### config.mk
export PLATFORM = sky130hd
export DESIGN_NAME = bomb_controller
export DESIGN_NICKNAME = d
export VERILOG_FILES = /design/src/rtl/bomb_controller.sv
export SDC_FILE = /design/constraint.sdc
export NUM_CORES = 1
export LEC_CHECK = 0
export CAP_MARGIN = 10
export CELL_PAD_IN_SITES_DETAIL_PLACEMENT = 1
export CELL_PAD_IN_SITES_GLOBAL_PLACEMENT = 2
export CORE_MARGIN = 10
export CORE_UTILIZATION = 38
export CTS_CLUSTER_SIZE = 14
export DETAILED_ROUTE_END_ITERATION = 7
export PLACE_DENSITY_LB_ADDON = 0.1
export SETUP_SLACK_MARGIN = 0.4
export SYNTH_ARGS = -nofsm -noshare
export SYNTH_HDL_FRONTEND = slang
export SYNTH_SLANG_ARGS = --single-unit
### constraint.sdc
create_clock -name clk -period 3 [get_ports clk]
set_input_delay 0.6 -clock clk [delete_from_list [all_inputs] [get_ports clk]]
set_output_delay 0.6 -clock clk [all_outputs]
set_load 0.1 [all_outputs]
### src/rtl/bomb_controller.sv
// Two-slot bomb manager: placement arbitration, per-slot fuse/blast timing
// and chain detonation when a blast pixel overlaps an armed bomb's pixel.
module bomb_controller #(
    parameter int FUSE_FRAMES  = 90,
    parameter int BLAST_FRAMES = 15
) (
    input  logic       clk,
    input  logic       resetN,
    input  logic       startOfFrame,
    input  logic       place_req,
    input  logic [4:0] tile_col,
    input  logic [3:0] tile_row,
    input  logic [1:0] drawing_request_bomb,
    input  logic       drawing_request_blast,
    output logic [1:0] bomb_armed,
    output logic [1:0] blast_active,
    output logic [9:0] bomb_col,
    output logic [7:0] bomb_row,
    output logic       place_ack,
    output logic       place_reject,
    output logic       explode_pulse
);

    typedef enum logic [1:0] {
        IDLE  = 2'd0,
        ARMED = 2'd1,
        BLAST = 2'd2
    } state_t;

    state_t     state   [2];
    state_t     state_n [2];
    logic [7:0] cnt     [2];
    logic [7:0] cnt_n   [2];
    logic [4:0] col     [2];
    logic [4:0] col_n   [2];
    logic [3:0] row     [2];
    logic [3:0] row_n   [2];
    logic       chain   [2];
    logic       chain_n [2];

    logic [1:0] idle;
    logic [1:0] dup;
    logic [1:0] sel;
    logic [1:0] fire;
    logic       accept;

    // Next-state is computed here so the outputs can be registered from it.
    always_comb begin
        for (int unsigned i = 0; i < 2; i++) begin
            idle[i] = (state[i] == IDLE);
            dup[i]  = (state[i] == ARMED) && (col[i] == tile_col) && (row[i] == tile_row);
        end
        sel    = {idle[1] & ~idle[0], idle[0]};
        accept = place_req && (|idle) && !(|dup);

        for (int unsigned i = 0; i < 2; i++) begin
            state_n[i] = state[i];
            cnt_n[i]   = cnt[i];
            col_n[i]   = col[i];
            row_n[i]   = row[i];
            chain_n[i] = chain[i];
            fire[i]    = 1'b0;
            case (state[i])
                IDLE: begin
                    if (accept && sel[i]) begin
                        state_n[i] = ARMED;
                        cnt_n[i]   = 8'(FUSE_FRAMES);
                        col_n[i]   = tile_col;
                        row_n[i]   = tile_row;
                        chain_n[i] = 1'b0;
                    end
                end
                ARMED: begin
                    if (startOfFrame && (cnt[i] == 8'd1 || chain[i])) begin
                        state_n[i] = BLAST;
                        cnt_n[i]   = 8'(BLAST_FRAMES);
                        chain_n[i] = 1'b0;
                        fire[i]    = 1'b1;
                    end else begin
                        if (startOfFrame)
                            cnt_n[i] = cnt[i] - 8'd1;
                        if (drawing_request_bomb[i] && drawing_request_blast)
                            chain_n[i] = 1'b1;
                    end
                end
                BLAST: begin
                    if (startOfFrame) begin
                        cnt_n[i] = cnt[i] - 8'd1;
                        if (cnt[i] == 8'd1)
                            state_n[i] = IDLE;
                    end
                end
                default: state_n[i] = IDLE;
            endcase
        end
    end

    always_ff @(posedge clk or negedge resetN) begin
        if (!resetN) begin
            for (int unsigned i = 0; i < 2; i++) begin
                state[i] <= IDLE;
                cnt[i]   <= '0;
                col[i]   <= '0;
                row[i]   <= '0;
                chain[i] <= 1'b0;
            end
            bomb_armed    <= '0;
            blast_active  <= '0;
            bomb_col      <= '0;
            bomb_row      <= '0;
            place_ack     <= 1'b0;
            place_reject  <= 1'b0;
            explode_pulse <= 1'b0;
        end else begin
            for (int unsigned i = 0; i < 2; i++) begin
                state[i]        <= state_n[i];
                cnt[i]          <= cnt_n[i];
                col[i]          <= col_n[i];
                row[i]          <= row_n[i];
                chain[i]        <= chain_n[i];
                bomb_armed[i]   <= (state_n[i] == ARMED);
                blast_active[i] <= (state_n[i] == BLAST);
            end
            bomb_col      <= {col_n[1], col_n[0]};
            bomb_row      <= {row_n[1], row_n[0]};
            place_ack     <= accept;
            place_reject  <= place_req && !accept;
            explode_pulse <= |fire;
        end
    end

endmodule

==> results of run 1 <==
[per-stage QoR]
step | cell area (sq um) | hold WS (ns)
2_1_floorplan | 2867 | 0.3044
3_3_place_gp | 3321 | 0.5120
3_5_place_dp | 3321 | 0.5137
4_1_cts | 3438 | 0.2637
5_1_grt | 3468 | 0.2753
6_report | 3468 | 0.2520
[cell usage after synthesis (3+ instances only)]
master,instances
clkbuf_1,3
o22a_1,3
nand3_1,6
ha_1,12
xnor2_1,10
a21bo_2,5
buf_6,3
dfrtp_1,47
nor3_1,6
inv_1,15
a21oi_1,16
mux2_4,7
a31oi_1,10
nor2b_1,5
xor2_1,8
and3_1,3
o21ai_0,6
mux2_2,11
nand2_1,18
o31ai_1,7
nor2_1,9
a211oi_1,4
[flip-flops by register name, indices dropped and copies added (netlist names)]
signal / flops
bomb_col: 2
chain: 2
bomb_row: 2
col: 8
place_reject: 1
bomb_armed: 2
explode_pulse: 1
blast_active: 2
row: 6
cnt: 16
state: 4
place_ack: 1
[timing repair]
item / CTS / global route
endpoints found under the setup margin: 0 / 10
resized for setup: 0 / 2
setup buffers: 0 / 3
[routing by layer]
layer	wire length (um)	vias to the layer above	GRT usage (%)
li1	-	1080	-
met1	3502	1125	16.66
met2	3485	38	22.12
met3	359	4	3.772
met4	55	0	2.901
met5	0	-	0
[area by class of cell]
type / instances / area (sq um)
multi-input cells: 195 / 1572
flip-flops and latches: 47 / 1176
repair buffers: 52 / 422.9
clock buffers: 6 / 82.58
well taps: 99 / 123.9
inverters: 15 / 56.30
clock inverters: 2 / 35.03
fillers: 846 / 3824
[worst max-delay path, stage by stage]
cell	delay, ns
clkdlybuf4s50_1	0.55
xor2_1	0.22
nor4_2	0.08
buf_4	0.14
a31o_4	0.23
o21ai_4	0.34
nand2_2	0.19
o41ai_1	0.33
[how the worst min path moves through the flow]
| stage | from | to | slack [ns] | cells after the start |
|---|---|---|---|---|
| after floorplan | resetN | blast_active[0] | 0.30 | 0 |
| after global placement | cnt[15] | cnt[15] | 0.51 | 1 |
| after detailed placement | cnt[15] | cnt[15] | 0.51 | 1 |
| after CTS | resetN | cnt[13] | 0.26 | 1 |
| after global routing | resetN | cnt[13] | 0.28 | 1 |
| final | resetN | cnt[13] | 0.25 | 1 |
[kinds of logic (layout without fill, tap and decap cells)]
logic type               after synthesis  count (layout)  share of synthesized area [%]
AO/OA/AOI/OAI                         77              77                          20.69
XOR/XNOR                              18              18                          5.500
adder cells (fa/ha/maj)               12              12                          5.238
buffers and inverters                 25              75                          4.408
flip-flops                            47              47                          41.03
multiplexers                          20              20                          8.686
AND/OR/NAND/NOR                       68              68                          14.45
==> impl_metrics.toml, run 1 <==
[synth]
synth_ff_type = "dfrtp_1"
yosysUniqueCellTypes = 64
avgSynthCellArea_sq_um = 10.74
synth_top_area_cell = "dfrtp_1"
ys_warn_count = 0
ys_seq_area_share_pct = 41.03
synth_area_sq_um = 2866
synth-edff-count = 0
synth_nets = 295
ys_async_sr_fraction_pct = 100.0
ys_ff_latch = 47
yosysTopAreaCellShare_pct = 41.03
yosys-top-cells-area = "dfrtp_1 (41%), ha_1 (5.2%), mux2_2 (4.3%), mux2_4 (3.7%), xnor2_1 (3.1%)"
synthCells = 267

[grt]
antenna_found_initial = 0
grt_overflow = 0
grt_use_total_pct = 13.29
grt_pass1_vias = 2454
grt_start_max_net_pins = 28
grt_pass1_wl_mm = 12.52

[placement]
dp_slack_ns = 0.1564
dp_hpwl_mm = 5.545
routabilityCongestion = 0.7989
io_buffers = 40
placedCellCount = 405

[finish]
area_growth_pct = 21.00
final_cell_mix = "dfrtp_1 (47), buf_4 (37), nand2_1 (18), a21oi_1 (16), inv_1 (15)"
diodes = 0
final_util_pct = 47.56
drive_gt1_share_pct = 28.39
final_cells = 416
mostFrequentLayoutCell = "dfrtp_1"
fin_nets = 344

[worst_setup_path]
arrival_ns = 2.68
path_class = "in2reg"
worstSetupStartpoint = "tile_col[4]"
rr_endpoint = "cnt[8]"
endpoint = "cnt[5]"
end_kind = "flip-flop"
cp_data_required_time_ns = 3.21
r2r_cells = 8
cp-start-kind = "input pin"
regToRegSetupSlack_ns = 0.87
path_max_fanout = 13
crit-reg2reg-launch = "state[3]"

[drt]
ant_nets = 0
firstDrtPassIters = 6
vias_per_cell = 5.401
drc = 0
via_count = 2247
drt_wl_total_mm = 7.403
wl_per_cell_um = 17.80
first_iter_violations = 61

[cts]
clock_sinks = 47
cts-root-buf = "clkbuf_8"
clkSlewWorstSetupHoldPaths_ns = 0.10
clock_latency_ns = 0.31
postCtsHoldBufs = 0
cts_tree = "yes"
cts_buffer_depth = 2
h-tree-depth = 2
numCtsBuffers = 5

[floorplan]
start_util_pct = 39.31
num_rows = 31
die_y_um = 106.9
die_w_um = 106.9
dieArea_sq_um = 11420
core-area_sq_um = 7292
ios = 41

[timing]
maxSlewHeadroom_pct = 66.52
setup_ws_ns = 0.5270
setup_viol = 0
fin_tns_setup_ns = 0
skew_ns = 0.01261
worstMarginPinSlew_ns = 0.5022
hold_viol_final = 0
finalCritPeriodShare_pct = 82.43
grt_setup_unrepaired = "yes"
finalMaxSlewViolations = 0
layout_min_cycle_time_ns = 2.473
clock.fmax_mhz = 404.4

[run_status]
status = "finished, final reports clean"

[run]
max-cap-violations = 0

[hold_path]
hp-class = "in2async"
Power of run 1 is not shown: default switching activity piles up to over one toggle a cycle in this logic, so the estimate is an artifact.
==> inputs of run 2 (changes only) <==
--- a/config.mk
+++ b/config.mk
@@ -9,7 +9,7 @@
 export CELL_PAD_IN_SITES_DETAIL_PLACEMENT = 1
 export CELL_PAD_IN_SITES_GLOBAL_PLACEMENT = 2
 export CORE_MARGIN = 10
-export CORE_UTILIZATION = 38
+export CORE_UTILIZATION = 35
 export CTS_CLUSTER_SIZE = 14
 export DETAILED_ROUTE_END_ITERATION = 7
 export PLACE_DENSITY_LB_ADDON = 0.1
==> constraint.sdc (replaced) <==
create_clock -name clk -period 2.5 [get_ports clk]
set_input_delay 0.5 -clock clk [delete_from_list [all_inputs] [get_ports clk]]
set_output_delay 0.5 -clock clk [all_outputs]
set_load 0.1 [all_outputs]
==> run 2 against run 1 <==
  * Sequential share of layout area fell by 1.4 points
  * Critical path type is now reg2reg
  * Critical path depth fell by 1
  * Worst hold slack worse by 0.12 ns
  * Count of clock-buffer cells in the layout rose by 1
  * Clock skew is 0.0040 ns lower
  * Largest cell class unchanged
  * Wire length increased by 3.8%
==> impl_metrics.toml, run 2 (same netlist as run 1, synthesis figures left out) <==
[timing]
grt_setup_unrepaired = "yes"
layout_min_cycle_time_ns = 2.019
holdWs_ns = 0.1368
skew_ns = 0.008623
finalCritPeriodShare_pct = 80.78
hold_viol_final = 0
setup_viol = 0
clock.fmax_mhz = 495.2
maxSlewHeadroom_pct = 68.50
worstMarginPinSlew_ns = 0.4689
finalMaxSlewViolations = 0

[hold_path]
hp-class = "in2async"

[cts]
postCtsHoldBufs = 0
h-tree-depth = 2
clkSlewWorstSetupHoldPaths_ns = 0.09
cts_buffer_depth = 2
clock_latency_ns = 0.30
cts_tree = "yes"
cts-root-buf = "clkbuf_8"
clock_sinks = 47
numCtsBuffers = 5

[floorplan]
core-area_sq_um = 7848
dieArea_sq_um = 12210
die_w_um = 110.5
start_util_pct = 36.53
ios = 41
num_rows = 32
die_y_um = 110.5

[finish]
mostFrequentLayoutCell = "buf_4"
diodes = 0
reg_top3 = "cnt: 16 flops, col: 8 flops, row: 6 flops"
stdcell_area_sq_um = 3717
area_growth_pct = 29.68
fin_nets = 362
nFillCells = 901
drive_gt1_share_pct = 39.70
regMostFlops = "cnt"
final_cell_mix = "buf_4 (51), dfrtp_1 (29), nand2_1 (18), a21oi_1 (16), inv_1 (15)"
final_util_pct = 47.37
largest_register_ffs = 16

[placement]
dp_hpwl_mm = 5.915
routabilityCongestion = 0.7656
place_area_sq_um = 3530
io_buffers = 40

[drt]
first_iter_violations = 89
ant_nets = 0
drc = 0
via_count = 2263
firstDrtPassIters = 4
drt_wl_total_mm = 7.685
wl_per_cell_um = 17.59
vias_per_cell = 5.178

[run_status]
status = "finished, final reports clean"

[worst_setup_path]
r2r_cells = 7
arrival_ns = 2.21
regToRegSetupSlack_ns = 0.48
cp_data_required_time_ns = 2.69
end_kind = "flip-flop"
path_class = "reg2reg"
cp-start-kind = "flip-flop"
path_max_fanout = 8

[grt]
grt_pass1_vias = 2428
grt_start_max_net_pins = 31
grt_pass1_wl_mm = 13.12
grt_overflow = 0
grt_use_total_pct = 12.62
antenna_found_initial = 0

[run]
max-cap-violations = 0
run 2: through the flow:
stage               cells  setup slack [ns]  setup TNS, ns
floorplan             267            0.4019              0
global placement      426          -0.09654         -1.147
detailed placement    426           -0.1260         -2.263
CTS                   436            0.4240              0
global route          437            0.2954              0
finish                437            0.4806              0
run 2: metal layers:
layer	vias to the layer above	routed length, um	share of wire [%]	GRT usage [%]
met4	0	75	0.98	3.109
li1	1109	-	-	-
met5	-	0	0	0
met3	5	207	2.7	2.863
met1	1127	3719	48	16.29
met2	22	3683	48	20.70
run 2: final timing paths:
| path | startpoint | to |
|---|---|---|
| setup / recovery | bomb_col[4] | bomb_row[7] |
| hold / removal | resetN | cnt[14] |
| setup reg to reg | bomb_col[4] | bomb_row[7] |
| hold reg to reg | cnt[15] | cnt[15] |
| max in group asynchronous | resetN | bomb_col[4] |
| min in group clk | cnt[15] | cnt[15] |
run 2: worst max-delay path, cell delays in order, from the launching register on:
cell     delay (ns)
dfrtp_4        0.50
xnor2_1        0.19
nand4_2        0.19
o31ai_4        0.37
nor2_4         0.08
nand2_2        0.10
buf_12         0.14
mux2_2         0.34
run 2: layout make-up:
class / count / area, sq um / area share, %
Multi-Input combinational cell: 195 / 1647 / 44.29
Sequential cell: 47 / 1209 / 32.51
Clock inverter: 1 / 5.005 / 0.1346
Tap cell: 102 / 127.6 / 3.433
Inverter: 15 / 56.30 / 1.515
Timing Repair Buffer: 70 / 586.8 / 15.79
Clock buffer: 7 / 86.33 / 2.322
run 2: repair_timing:
action                                 in CTS  in global routing
endpoints found under the hold margin       0                  0
pin swaps                                  11                  4
buffers inserted                            2                  1
setup endpoints to repair                  41                 33
gates resized for setup                    18                  6
Power of run 2 is left out for the same reason.
